[config.mk]
export PLATFORM = sky130hd
export DESIGN_NAME = pc_ctrl
export DESIGN_NICKNAME = d
export VERILOG_FILES = /design/src/rtl/pc_ctrl.sv
export SDC_FILE = /design/constraint.sdc
export NUM_CORES = 1
export LEC_CHECK = 0
export ABC_AREA = 1
export BUFFER_PORTS_ARGS = -buffer_cell sky130_fd_sc_hd__buf_2
export CAP_MARGIN = 0
export CORE_MARGIN = 1
export CORE_UTILIZATION = 58
export CTS_CLUSTER_DIAMETER = 150
export DETAILED_ROUTE_END_ITERATION = 12
export PLACE_DENSITY = 0.88
export SYNTH_ARGS = -nofsm -noshare
export SYNTH_HDL_FRONTEND = slang
export SYNTH_SLANG_ARGS = --single-unit
[constraint.sdc]
create_clock -name CLK -period 5.2 [get_ports CLK]
set_clock_uncertainty 0.1 [all_clocks]
set_input_delay 1.04 -clock CLK [delete_from_list [all_inputs] [get_ports CLK]]
set_output_delay 1.04 -clock CLK [all_outputs]
set_load 0.02 [all_outputs]
[src/rtl/pc_ctrl.sv]
// Fetch-address controller: sequential IP advance, stall-then-redirect for JAL/JALR/BRANCH.
// Optional macro PC_JALR_ABS_EN selects the absolute JALR target (jalr_base + up_amt, bit 0 cleared).
module pc_ctrl #(
   parameter int unsigned      XLEN      = 32,
   parameter logic [XLEN-1:0]  RESET_VEC = '0,
   parameter int unsigned      BR_STALL  = 1
) (
   input  logic            CLK,
   input  logic            RESET,
   input  logic [6:0]      OP,
   input  logic            b_taken,
   input  logic [XLEN-1:0] up_amt,
   input  logic [XLEN-1:0] jalr_base,
   input  logic            hold,
   output logic [XLEN-1:0] IP,
   output logic [XLEN-1:0] PC_def,
   output logic            stalled,
   output logic            redir,
   output logic            misalign
);

   localparam int unsigned CNT_W     = $clog2(BR_STALL) + 1;
   localparam logic [6:0]  OP_JAL    = 7'b1101111;
   localparam logic [6:0]  OP_JALR   = 7'b1100111;
   localparam logic [6:0]  OP_BRANCH = 7'b1100011;

   typedef enum logic {
      ST_RUN  = 1'b0,
      ST_WAIT = 1'b1
   } state_t;

   typedef enum logic [1:0] {
      CLS_JAL    = 2'd0,
      CLS_JALR   = 2'd1,
      CLS_BRANCH = 2'd2
   } cls_t;

   state_t            state_q, state_d;
   cls_t              cls_q, cls_d;
   logic [CNT_W-1:0]  cnt_q, cnt_d;
   logic [XLEN-1:0]   ip_q, ip_d;
   logic              redir_q, redir_d;
   logic              misalign_q, misalign_d;

   logic              is_ctrl;
   cls_t              op_cls;
   logic [XLEN-1:0]   ip_seq;
   logic [XLEN-1:0]   rel_target;
   logic [XLEN-1:0]   jalr_target;
   logic [XLEN-1:0]   target;
   logic              taken;

   // Opcode decode for the instruction at IP
   always_comb begin
      is_ctrl = 1'b0;
      op_cls  = CLS_BRANCH;
      if (OP == OP_JAL) begin
         is_ctrl = 1'b1;
         op_cls  = CLS_JAL;
      end else if (OP == OP_JALR) begin
         is_ctrl = 1'b1;
         op_cls  = CLS_JALR;
      end else if (OP == OP_BRANCH) begin
         is_ctrl = 1'b1;
         op_cls  = CLS_BRANCH;
      end
   end

   assign ip_seq     = ip_q + XLEN'(4);
   assign rel_target = ip_q + up_amt;

`ifdef PC_JALR_ABS_EN
   assign jalr_target = (jalr_base + up_amt) & ~XLEN'(1);
`else
   logic unused_jalr_base;
   assign unused_jalr_base = ^jalr_base;
   assign jalr_target      = rel_target;
`endif

   assign target = (cls_q == CLS_JALR) ? jalr_target : rel_target;
   assign taken  = (cls_q != CLS_BRANCH) || b_taken;

   // Next-state and register update logic
   always_comb begin
      state_d    = state_q;
      cls_d      = cls_q;
      cnt_d      = cnt_q;
      ip_d       = ip_q;
      redir_d    = 1'b0;
      misalign_d = 1'b0;
      case (state_q)
         ST_RUN: begin
            if (!hold) begin
               if (is_ctrl) begin
                  state_d = ST_WAIT;
                  cnt_d   = CNT_W'(BR_STALL - 1);
                  cls_d   = op_cls;
               end else begin
                  ip_d = ip_seq;
               end
            end
         end
         ST_WAIT: begin
            if (!hold) begin
               if (cnt_q != '0) begin
                  cnt_d = cnt_q - CNT_W'(1);
               end else begin
                  state_d = ST_RUN;
                  if (taken) begin
                     ip_d       = target;
                     redir_d    = 1'b1;
                     misalign_d = |target[1:0];
                  end else begin
                     ip_d = ip_seq;
                  end
               end
            end
         end
         default: state_d = ST_RUN;
      endcase
   end

   always_ff @(posedge CLK) begin
      if (RESET) begin
         state_q    <= ST_RUN;
         cls_q      <= CLS_JAL;
         cnt_q      <= '0;
         ip_q       <= RESET_VEC;
         redir_q    <= 1'b0;
         misalign_q <= 1'b0;
      end else begin
         state_q    <= state_d;
         cls_q      <= cls_d;
         cnt_q      <= cnt_d;
         ip_q       <= ip_d;
         redir_q    <= redir_d;
         misalign_q <= misalign_d;
      end
   end

   assign IP       = ip_q;
   assign PC_def   = ip_seq;
   assign stalled  = (state_q == ST_WAIT);
   assign redir    = redir_q;
   assign misalign = misalign_q;

endmodule
After elaboration in Yosys (flattened, before gate mapping)
Index checks and enable logic that the tools add are counted.

word-level totals
  word-level logic and storage cells = 50
  output and inout bits = 67
  input bits = 75
  register bits = 38

cells by class
  equality and inequality tests = 9
  add/subtract/negate cells = 3
  reductions and logical operators = 7
  bitwise gates (word level) = 3
  muxes and demuxes = 22

operators by type and width
  operator               count
  $mux 32                5
  $pmux 32 s2            1
  $add 32x3->32 const B  1
  $add 32x32->32         1
  $eq 7x7->1 const B     3
  $mux 1                 12
  $ne 2x2->1 const B     6
  $reduce_and 3->1       2
  $reduce_or 5->1        1
  $mux 2                 2
  $pmux 1 s2             2
  $reduce_and 4->1       1
  $reduce_or 4->1        1
  $not 1->1              3
  $reduce_or 2->1        1
  $logic_or 1x1->1       1
  $sub 1x1->1 const B    1

Longest topological paths before layout
  word-level depth = 7
  gate-level depth with buffers = 15
  mapped depth without buffers = 15

Worst setup path before layout
OpenSTA, ideal clock, no wires.

  path kind = flip-flop to output port
  start = register ip_q[3], in the netlist IP[3]
  end = output PC_def[14]
  cell stages (with the launch flop) = 7
  data arrival time = 1.666 ns
  buffers on the path = 0
  slack = 2.394 ns
  required time = 4.060 ns
  cells stage by stage = dfxtp_1 > ha_1 > nand2_2 > nor2_4 > inv_2 > nor2_4 > xor2_1

on the way
  cells in the longest elaborated chain, start to end = 1

RTL lines
  what                    line  source
  from (decl)             41    logic [XLEN-1:0] ip_q, ip_d;
  from (signal assigned)  135   ip_q <= ip_d;
  $add 32x3->32           69    assign ip_seq = ip_q + XLEN'(4);
  to (decl)               16    output logic [XLEN-1:0] PC_def,

Every way passes these cells.

Worst setup path in the final report
  start = register ip_q[3], in the netlist IP[3]
  end = output PC_def[16]

Same word-level chain as after synthesis.

==> impl_metrics.csv <==
group,metric,value,unit
status,outcome,"complete, no violations",
layout,final_area,0.005479,sq mm
synth,syn_area,0.004743,sq mm
synth,avgSynthCellArea,5.452,sq um
die,die_y,92.43,microns
synth,synthXorXnorAreaFrac,0.04590,
die,die_w,92.43,microns
worst_setup_path,crit_path_start_kind,"flip-flop",
routing,wl_per_cell,14.06,microns
clocking,cts_max_path_buffers,2,
routing,vias_per_cell,5.389,
clocking,clockRootBuffer,"clkbuf_8",
grt,grt_pass1_vias,5127,
placed_design,placed_cells,1071,
worst_setup_path,path_cells,"ha_1 > nand2_2 > nor3_4 > nand2_1 > nor2_1 > xor2_1 > inv_1 > buf_2",
synth,yosys.area_share.simple,0.4664,
die,coreArea,0.007807,sq mm
clocking,post_cts_resized,0,
placed_design,gp_congestion,0.9299,
min_path,hold_class,"flip-flop to flip-flop",
layout,nNetsFinal,1084,
timing,fin_ws,1.869,ns
timing,finalCritPeriodShare,0.6406,
routing,wl,15170,microns
timing,slew_violations,0,
timing,fmax,0.3002,GHz
worst_setup_path,setup.worst_path.end_class,"primary output",
routing,highest_layer,"met4",
synth,synth_top_area_frac,0.2580,
routing,routed-wl-met2,6910,microns
synth,synthAdderAreaFrac,0.08863,
routing,drt-pass1-iter-count,5,
timing,relSlewSlack,0.2059,
placed_design,dp_hpwl,12560,microns
clocking,clkLatencyLatePin,0.30,ns
pwr,peakVddDrop,179.4,uV
die,die_area,0.008543,sq mm
synth,ys_seq_elements,37,
layout,area_growth,15.51,%
synth,synth_area_leaders,"nand2_1, dfxtp_1, inv_1",
clocking,numCtsBuffers,5,
synth,synthMuxAreaShare,0.002110,
timing,hold_viol,0,
die,fp-row-count,32,
die,initial_core_util,0.6075,
layout,stdcell_count,1079,
placed_design,dp_slack,1.916,ns
clocking,post_cts_buffers,0,
min_path,hold_path_depth,2,
synth,yosysSeqAreaShare,0.1562,
synth,synth_cell_types,41,
layout,diodes,0,
worst_setup_path,critPathSlowestCell,"dfxtp_1",
clocking,cts.clk_slew.worst_paths,0.08,ns
routing,drt-initial-drc-count,369,
placed_design,placed_area,0.005368,sq mm
routing,wl_met3,1274,microns
grt,grt_usage,0.3637,
run,max_cap_viol_count,0,
placed_design,portBuffers,109,
routing,vias,5815,
layout,drive_above_1_share,0.1443,
pwr,power_density,168.8,mW/mm^2
grt,grt_pass1_wl,24350,microns
grt,grt_max_degree,33,
timing,period_needed,3.331,ns
worst_setup_path,max_stage_delay,0.45,ns
worst_setup_path,r2r_cells,11,
worst_setup_path,crit_required,4.06,ns
timing,rsz0062_at_grt,"false",
grt,antenna_found_initial,0,
routing,ant_nets,0,
synth,synth_cells,870,
die,io_pins,142,
timing,fin_tns_setup,0,ns
clocking,cts_tree,"done",
layout,fin_util,0.7018,
timing,worstMarginPinSlew,1.190,ns
worst_setup_path,critPathMaxFanout,5,
worst_setup_path,worstPathArrival,2.19,ns
routing,wl_met1,6595,microns
synth,ys_warn_count,0,
grt,grt.overflow.total,0,
synth,synth_fp_nets,978,
synth,synth_compound_area_frac,0.1118,
clocking,cts_hold_buf,0,
synth,synth_top_family_by_area,"simple AND/OR/NAND/NOR gates",
pwr,finalPower,925.0,uW
timing,whs,0.3770,ns
pwr,p_leak,3.188,nW
routing,drc_errors,0,
timing,setup_viol,0,
clocking,cts_sinks,37,
synth,synth_area_leader_cell,"nand2_1",
clocking,cts_max_level,2,
worst_setup_path,worstSetupPathType,"flip-flop to primary output",
cell usage in the layout (no fill, tap or decap), types with 3 or more instances in the layout:
master	Yosys	final
nor2_1	70	70
nand3_1	67	67
nor2_4	3	3
o21bai_1	8	8
nor3_1	18	18
nand3b_1	4	4
o21ai_1	8	8
buf_2	3	109
dfxtp_1	37	37
nor2_2	3	3
o22ai_1	3	3
nand2_2	4	4
a21oi_1	46	46
clkbuf_8	0	5
or2_1	4	4
inv_2	5	5
nand4_1	10	10
o21ai_0	23	23
ha_1	32	32
xor2_1	21	21
nor3_2	4	4
nand2_1	326	326
inv_1	141	141
cell type report:
type,instances,area [sq um]
tap,102,127.6
inverter,148,555.5
multi-input combinational,674,3391
clock inverter,2,38.79
timing repair buffer,110,553.0
sequential,37,740.7
fill,784,2328
clock buffer,6,72.57
Yosys cell counts (all sizes together):
library cell and count:
a211oi 2, a21oi 46, and2 2, buf 7, clkbuf 4, clkinv 2, dfxtp 37, fa 1
ha 32, inv 146, mux2i 1, nand2 330, nand3 68, nand3b 4, nand4 10, nor2 76
nor3 23, nor4 2, o211ai 2, o21a 1, o21ai 31, o21bai 8, o221ai 1, o22ai 3
o31ai 2, or2 5, xnor2 2, xor2 22
logic make-up (layout without fill, tap and decap cells):
family / after synthesis / in the layout
AOI/OAI and AO/OA: 96 / 96
adders and majority gates: 33 / 33
muxes: 1 / 1
DFF: 37 / 37
buffers and inverters: 159 / 266
xor gates and xnor gates: 24 / 24
and+or+nand+nor: 520 / 520
registers in the layout (all words and copies together) (netlist names):
signal,count
misalign,1
stalled,1
cls_q,2
IP,32
redir,1
final timing paths:
path / from / slack, ns / to
worst min register to register: cls_q[1]$_SDFFE_PP0P_ / 0.38 / cls_q[1]$_SDFFE_PP0P_
worst min-delay path: cls_q[1]$_SDFFE_PP0P_ / 0.38 / cls_q[1]$_SDFFE_PP0P_
worst max-delay path: IP[3]$_SDFFE_PP0P_ / 1.87 / PC_def[16]
worst max register to register: IP[0]$_SDFFE_PP0P_ / 2.56 / IP[28]$_SDFFE_PP0P_
worst max-delay path, delay by kind of cell, from the launching register on:
family / cells / cell delay (ns)
xor gates and xnor gates: 1 / 0.24
adders and majority gates: 1 / 0.32
buffers and inverters: 2 / 0.24
DFF: 1 / 0.45
and+or+nand+nor: 4 / 0.64
power by group:
| part | internal [mW] | switching (mW) |
|---|---|---|
| clock | 0.144 | 0.111 |
| sequential | 0.297 | 0.0277 |
| combinational | 0.115 | 0.231 |
| total | 0.556 | 0.369 |
routing by layer:
metal / global-route usage / vias up
li1: - / 2951
met1: 0.4792 / 2550
met2: 0.6117 / 283
met3: 0.03859 / 31
met4: 0.1289 / 0
met5: 0 / -
Note: power is estimated with default switching activity, not from simulation.
